`src/rtl/multicycle_ctrl.sv`:
```
// Five-state multicycle control unit for an RV32I subset: latches the fetched
// instruction, decodes ALU op / immediate / strobes, and resolves BEQ from the ALU zero flag.
module multicycle_ctrl (
  input  logic        clk,
  input  logic        rst,
  input  logic [31:0] instr,
  input  logic        zero,
  output logic [3:0]  alu_op,
  output logic        alu_src,
  output logic [31:0] imm,
  output logic [4:0]  rs1,
  output logic [4:0]  rs2,
  output logic [4:0]  rd,
  output logic        mem_read,
  output logic        mem_write,
  output logic        reg_write,
  output logic        mem_to_reg,
  output logic        load_pc,
  output logic        pc_src
);

  localparam logic [3:0] ALUOP_AND                = 4'b0000;
  localparam logic [3:0] ALUOP_OR                 = 4'b0001;
  localparam logic [3:0] ALUOP_ADD                = 4'b0010;
  localparam logic [3:0] ALUOP_SUB                = 4'b0110;
  localparam logic [3:0] ALUOP_LESS               = 4'b0111;
  localparam logic [3:0] ALUOP_SHIFT_RIGHT        = 4'b1000;
  localparam logic [3:0] ALUOP_SHIFT_LEFT         = 4'b1001;
  localparam logic [3:0] ALUOP_SHIFT_RIGHT_ARITHM = 4'b1010;
  localparam logic [3:0] ALUOP_XOR                = 4'b1101;

  localparam logic [2:0] S_IF  = 3'd0;
  localparam logic [2:0] S_ID  = 3'd1;
  localparam logic [2:0] S_EX  = 3'd2;
  localparam logic [2:0] S_MEM = 3'd3;
  localparam logic [2:0] S_WB  = 3'd4;

  localparam logic [6:0] OP_R    = 7'b0110011;
  localparam logic [6:0] OP_I    = 7'b0010011;
  localparam logic [6:0] OP_LW   = 7'b0000011;
  localparam logic [6:0] OP_SW   = 7'b0100011;
  localparam logic [6:0] OP_BEQ  = 7'b1100011;

  logic [2:0]  state;
  logic [2:0]  state_nxt;
  logic [31:0] ir;
  logic        zero_q;

  logic [6:0]  opcode;
  logic [2:0]  funct3;
  logic [6:0]  funct7;
  logic        is_r;
  logic        is_i;
  logic        is_lw;
  logic        is_sw;
  logic        is_beq;
  logic        r_legal;
  logic        i_legal;
  logic        alt_ok;
  logic        shamt_ok;
  logic        wb_en;
  logic        in_exec;
  logic [3:0]  alu_ir;
  logic        src_ir;

  // funct3 -> ALU op; sub_sel only ever set for R-type, sra_sel for srl/sra/srai
  function automatic logic [3:0] alu_of_funct3(input logic [2:0] f3,
                                               input logic sub_sel,
                                               input logic sra_sel);
    logic [3:0] op;
    case (f3)
      3'b000:  op = sub_sel ? ALUOP_SUB : ALUOP_ADD;
      3'b001:  op = ALUOP_SHIFT_LEFT;
      3'b010:  op = ALUOP_LESS;
      3'b100:  op = ALUOP_XOR;
      3'b101:  op = sra_sel ? ALUOP_SHIFT_RIGHT_ARITHM : ALUOP_SHIFT_RIGHT;
      3'b110:  op = ALUOP_OR;
      3'b111:  op = ALUOP_AND;
      default: op = ALUOP_ADD;
    endcase
    return op;
  endfunction

  always_ff @(posedge clk) begin
    if (rst) begin
      state  <= S_IF;
      ir     <= 32'h0;
      zero_q <= 1'b0;
    end else begin
      state <= state_nxt;
      if (state == S_IF) ir <= instr;
      if (state == S_EX) zero_q <= zero;
    end
  end

  always_comb begin
    state_nxt = S_IF;
    case (state)
      S_IF:    state_nxt = S_ID;
      S_ID:    state_nxt = S_EX;
      S_EX:    state_nxt = S_MEM;
      S_MEM:   state_nxt = S_WB;
      default: state_nxt = S_IF;
    endcase
  end

  assign opcode = ir[6:0];
  assign funct3 = ir[14:12];
  assign funct7 = ir[31:25];
  assign rs1    = ir[19:15];
  assign rs2    = ir[24:20];
  assign rd     = ir[11:7];

  assign is_r   = (opcode == OP_R);
  assign is_i   = (opcode == OP_I);
  assign is_lw  = (opcode == OP_LW);
  assign is_sw  = (opcode == OP_SW);
  assign is_beq = (opcode == OP_BEQ);

  // funct7 0x20 selects sub/sra only; sltu/sltiu (funct3 011) are not supported
  assign alt_ok   = (funct7 == 7'h00) ||
                    ((funct7 == 7'h20) && ((funct3 == 3'b000) || (funct3 == 3'b101)));
  assign shamt_ok = (funct3 == 3'b001) ? (funct7 == 7'h00) :
                    (funct3 == 3'b101) ? ((funct7 == 7'h00) || (funct7 == 7'h20)) : 1'b1;
  assign r_legal  = is_r && alt_ok && (funct3 != 3'b011);
  assign i_legal  = is_i && shamt_ok && (funct3 != 3'b011);
  assign wb_en    = (r_legal || i_legal || is_lw) && (rd != 5'd0);

  always_comb begin
    alu_ir = ALUOP_ADD;
    src_ir = 1'b0;
    imm    = 32'h0;
    if (r_legal) begin
      alu_ir = alu_of_funct3(funct3, funct7[5], funct7[5]);
    end else if (i_legal) begin
      alu_ir = alu_of_funct3(funct3, 1'b0, funct7[5]);
      src_ir = 1'b1;
      imm    = {{20{ir[31]}}, ir[31:20]};
    end else if (is_lw) begin
      src_ir = 1'b1;
      imm    = {{20{ir[31]}}, ir[31:20]};
    end else if (is_sw) begin
      src_ir = 1'b1;
      imm    = {{20{ir[31]}}, ir[31:25], ir[11:7]};
    end else if (is_beq) begin
      alu_ir = ALUOP_SUB;
      imm    = {{19{ir[31]}}, ir[31], ir[7], ir[30:25], ir[11:8], 1'b0};
    end
  end

  // Reset overrides every control output so an aborted instruction writes nothing
  assign in_exec    = !rst && (state != S_IF);
  assign alu_op     = in_exec ? alu_ir : ALUOP_ADD;
  assign alu_src    = in_exec && src_ir;
  assign mem_read   = !rst && (state == S_MEM) && is_lw;
  assign mem_write  = !rst && (state == S_MEM) && is_sw;
  assign reg_write  = !rst && (state == S_WB) && wb_en;
  assign mem_to_reg = !rst && (state == S_WB) && is_lw;
  assign load_pc    = !rst && (state == S_WB);
  assign pc_src     = !rst && (state == S_WB) && is_beq && zero_q;

endmodule

```
`config.mk`:
```
export PLATFORM = sky130hd
export DESIGN_NAME = multicycle_ctrl
export DESIGN_NICKNAME = d
export VERILOG_FILES = /design/src/rtl/multicycle_ctrl.sv
export SDC_FILE = /design/constraint.sdc
export NUM_CORES = 1
export LEC_CHECK = 0
export CELL_PAD_IN_SITES_DETAIL_PLACEMENT = 0
export CELL_PAD_IN_SITES_GLOBAL_PLACEMENT = 1
export CORE_MARGIN = 1.5
export CORE_UTILIZATION = 28
export CTS_CLUSTER_SIZE = 28
export DETAILED_ROUTE_END_ITERATION = 7
export PLACE_DENSITY_LB_ADDON = 0.15
export REMOVE_ABC_BUFFERS = 1
export SYNTH_ARGS = -nofsm -noshare
export SYNTH_HDL_FRONTEND = slang
export SYNTH_SLANG_ARGS = --single-unit
```
`constraint.sdc`:
```
create_clock -name clk -period 4.53 [get_ports clk]
set_input_delay 1.359 -clock clk [delete_from_list [all_inputs] [get_ports clk]]
set_output_delay 1.359 -clock clk [all_outputs]
set_load 0.02 [all_outputs]
```
### Yosys cells after proc, flatten, opt, wreduce, memory -nomap -nowiden

Cells that the tools add are included.

* reduce and logical (&&, ||, !) cells: 27
* equality and inequality tests: 17
* muxes and demuxes: 22

Operators by type and width (count)
* $mux 32: 5
* $pmux 4 s7: 1
* $pmux 4 s6: 1
* $eq 7x6->1 const B: 3
* $logic_and 1x1->1: 16
* $eq 3x3->1 const B: 5
* $mux 3: 4
* $mux 4: 3
* $pmux 3 s4: 1
* $eq 3x2->1 const B: 3
* $eq 7x2->1 const B: 1
* $eq 7x5->1 const B: 1
* $eq 7x7->1 const B: 1
* $logic_not 7->1: 1
* $eq 3x1->1 const B: 2
* $logic_not 3->1: 2
* $mux 1: 6
* $logic_or 1x1->1: 5
* $reduce_bool 5->1: 1
* $ne 3x2->1 const B: 1
* $reduce_bool 3->1: 1
* $mux 2: 1
* $logic_not 1->1: 1

* bits in registers: 36
* word-level logic and storage cells: 69
* output and inout bits: 58

### Logic depth before layout (Yosys ltp)

* depth after elaboration: 10
* gate-level depth with buffers: 7
* gate-level depth less buffers: 5

### Least setup slack after synthesis

OpenSTA, ideal clock, no wires.

* path kind: input to output
* start point: in rst
* end point: out mem_to_reg
* path buffers: 1
* stages on the path: 3
* slack: 0.068 ns
* arrival: 3.103 ns
* cells stage by stage: clkbuf_1 > nor4b_1 > nor3b_1

* word-level cells in the longest chain between the ends: 3

RTL lines
* from (decl): line 5 `input logic rst,`
* $logic_not 1->1
* $logic_and 1x1->1
* via load_pc: line 18 `output logic load_pc,`
* $logic_and 1x1->1: line 158 `assign mem_to_reg = !rst && (state == S_WB) && is_lw;`
* to (decl): line 17 `output logic mem_to_reg,`

The timed path passes the listed nets, and every way through them passes these cells.

### Worst setup path in the final report

* start point: reg ir[25]
* end point: out imm[1]

* word-level cells in the longest chain between the ends: 8
* elaborated cells between the ends (all ways): 13
* those cells by class: 1 x eq/ne; 4 x mux; 8 x reduce/logical

RTL lines
* from (decl): line 46 `logic [31:0] ir;`
* from (signal assigned): line 91 `if (state == S_IF) ir <= instr;`
* $eq 7x6->1 / $logic_not 7->1 (equally long branches)
* $logic_or 1x1->1: line 124 `(funct3 == 3'b101) ? ((funct7 == 7'h00) || (funct7 == 7'h20)) : 1'b1;`
* $mux 1: line 124
* $mux 1: line 123 `assign shamt_ok = (funct3 == 3'b001) ? (funct7 == 7'h00) :`
* $logic_and 1x1->1 (2 in a row): line 126 `assign i_legal = is_i && shamt_ok && (funct3 != 3'b011);`
* $mux 32: line 135 `end else if (i_legal) begin`
* $mux 32 *: line 133 `if (r_legal) begin`
* to (decl): line 10 `output logic [31:0] imm,`

Mark *: on every way between the ends. The rest lies on a longest branch, timed or not.

==> summary.md <==
| Metric | Value |
|---|---|
| Final Skew | `0.00723 ns` |
| GR met3 Demand/Resource | `4.29%` |
| Maximum buffer depth of the clock tree | `2` |
| Register-to-register setup slack | `3.00 ns` |
| Maximum ir drop on the vdd rail | `~110 µV` |
| Max_slew headroom | `66.4%` |
| Antenna violations before repair | `0` |
| Wirelength per Cell | `13.5 µm` |
| First-pass iteration count of the detailed router | `4` |
| Post-placement cell count | `409` |
| Fillers | `733` |
| Global routing usage summed across all routing layers | `15.3%` |
| Multi-input gate area | `920 µm²` |
| Non-filler instance count after layout | `between 400 and 500` |
| Final Hold Slack | `0.447 ns` |
| Achievable Freq | `around 0.23 GHz` |
| Routed via count | `1855` |
| Worst setup slack after placement | `0.00724 ns` |
| Number of diodes added for antenna fixing | `0` |
| Antenna-violating nets left | `0` |
| Count of standard-cell rows | `30` |
| Floorplan die area | `7520 µm²` |
| Clock Latency Late Sink | `0.28 ns` |
| Mapped cell area | `1960 µm²` |
| Worst min-delay path class | `register to register` |
| Number of storage elements in the synthesis netlist | `36` |
| Effective utilization at floorplan | `28.9%` |
| Maximum number of pins on one net before global-route repair | `33` |
| CTS tree | `built` |
| GR met1 Demand/Resource | `20.1%` |
| Worst Setup End Kind | `output pin` |
| Run status | `complete, no violations` |
| DR DRC count | `0` |
| Synth unique cells | `37` |
| Slew at the pin closest to its max-slew limit | `roughly 0.5 ns` |
| Type of the worst setup path | `register to output pin` |
| Register area | `721 µm²` |
| Number of enable flip-flop cells after synthesis | `0` |
| Worst setup SP type | `register` |
| Commonest non-fill, non-tap cell in the layout | `sky130_fd_sc_hd__nand2_1` |
| Total number of clock tree sinks | `36` |
| Floorplan core area | `6790 µm²` |
| Via count of the first global-routing pass | `between 1500 and 2000` |
| Cell chosen for the clock root | `sky130_fd_sc_hd__clkbuf_8` |
| Share of the synthesized area in the top cell type | `a little under two fifths` |
| Cts hold-fix bufs | `0` |
| Number of primary I/O pins | `93` |
| Fraction of layout cells with a size suffix above 1 | `10.9%` |
| First-pass GRT wire length | `8.92 mm` |
| Gate count after technology mapping | `roughly 260` |
| Period utilisation layout | `97.5%` |
| Ratio of total power to cell area | `288 nW/µm²` |
| Clock-pin slew reported for the worst setup and hold paths after clock tree synthesis | `0.07 ns` |
| Top cells by area in the synthesized netlist | `sky130_fd_sc_hd__dfxtp_1 (37%), sky130_fd_sc_hd__nand2_1 (14%), sky130_fd_sc_hd__buf_4 (13%)` |
| Yosys warning count | `0` |
| 1st-iter DRT viols | `81` |
| Number of nets in the final layout | `356` |
| Post-DP HPWL | `4.03 mm` |
| Maximum fanout along the worst path | `4` |
| Final setup violation count | `0` |
| Peak per-stage delay on the critical path | `0.60 ns` |
| Gp weighted congestion | `0.787` |
| Highest-count cells in the layout ignoring fill and taps | `sky130_fd_sc_hd__nand2_1 (72), sky130_fd_sc_hd__clkdlybuf4s50_1 (63), sky130_fd_sc_hd__dfxtp_1 (36)` |
| Crit-path cells | `or4_4, or4_4, a311oi_4, buf_4, buf_4, a22o_1, clkdlybuf4s50_1` |
| Cell taking the most area after synthesis | `sky130_fd_sc_hd__dfxtp_1` |
| Commonest register cell after synthesis | `sky130_fd_sc_hd__dfxtp_1` |
| Depth of the worst hold-timing path | `2` |
| Final critical-path required period | `4.42 ns` |
| Number of maximum-capacitance constraint violations | `0` |
| Met2 Resource Use GR | `24.5%` |
| Least setup slack across all paths after layout | `~0.11 ns` |
| Final wirelength | `5.62 mm` |
| H-tree Lvls | `2` |
| Standard cell with the maximum stage delay on the critical path | `sky130_fd_sc_hd__clkdlybuf4s50_1` |
| Horizontal die dimension | `86.7 µm` |
| Area added between synthesis and finish | `46.7%` |
| GR peak layer | `met2` |
| Reg2Reg Depth | `4` |
| Fraction of registers with async set or reset after synthesis | `0%` |
| CP Data Required Time | `3.17 ns` |
| Number of buffers added on ports | `92` |
| Overall die height | `approximately 87 µm` |
| RSZ-0062 raised after global routing | `false` |
| Number of buffers created by CTS | `5` |
| Post-synthesis sequential area ratio | `36.7%` |
| Arr. time, crit path | `3.06 ns` |
| Total leakage power | `1.27 nW` |
| Gr ovfl total | `0` |
| Final hold vios | `0` |
| Final Max Slew Viols | `0` |
| Post-Synthesis Mean Instance Area | `7.58 µm²` |
| Vias per cell | `around 4.4` |
cell type report:
type	count	area share, %
Clock buffer	7	3.34
Sequential cell	36	25.0
Inverter	2	0.261
Tap cell	96	4.17
Timing Repair Buffer	106	35.3
Multi-Input combinational cell	170	31.9
final timing paths:
path	to	from
worst max-delay path	imm[1]	ir[25]$_SDFFE_PP0P_
worst min-delay path	ir[19]$_SDFFE_PP0P_	ir[19]$_SDFFE_PP0P_
worst max register to register	ir[1]$_SDFFE_PP0P_	state[1]$_SDFF_PP0_
worst min register to register	ir[19]$_SDFFE_PP0P_	ir[19]$_SDFFE_PP0P_
sequential cells by signal, indices dropped and copies added (netlist names):
register,flops
state,3
zero_q,1
ir,32
per-layer routing:
layer  part of all wire [%]  wire [µm]
met5                      0          0
met4                   0.52         29
met3                    6.6        370
met2                     45       2540
met1                     48       2690
cell usage after synthesis (all sizes together), types with 2 or more instances:
library cell	instances
nand2	72
dfxtp	36
buf	35
a21oi	33
clkbuf	16
nor2	12
nor2b	11
nor3	6
a22o	4
nand3	3
o21ai	3
or4	3
a32o	2
inv	2
nor3b	2
nor4b	2
or3	2
xnor2	2
xor2	2
repair_timing:
item,4_1_cts,5_1_grt
setup buffers,1,0
pin swaps,1,1
gates resized for setup,22,7
endpoints found under the setup margin,21,10
worst max-delay path: cells and delay by family, from the launching register on:
family | cells | cell delay [ns]
AND/OR/NAND/NOR | 2 | 1.07
flip-flops | 1 | 0.33
buffers and inverters | 3 | 0.94
AO/OA/AOI/OAI | 2 | 0.43
where the power goes:
part	internal (mW)	switching, mW
registers	0.347	0.0334
clock network	0.135	0.109
logic	0.0980	0.105
total	0.581	0.247
metrics by stage:
stage	setup TNS [ns]	total power, mW	instance area (µm²)	util, %
2_1_floorplan	-34.56	0.485	1640	-
3_3_place_gp	-0.0104	0.593	2790	41.0
3_5_place_dp	0	0.593	2790	41.0
4_1_cts	0	0.842	2860	42.1
5_1_grt	0	0.877	2880	42.4
6_report	0	0.828	2880	42.4
cells by family after synthesis:
logic type / share of synthesized area, %
flip-flops: 36.7
XOR/XNOR: 1.78
AO/OA/AOI/OAI: 15.6
AND/OR/NAND/NOR: 29.2
buffers and inverters: 16.7
No activity file was read; power rests on OpenSTA's default activity.
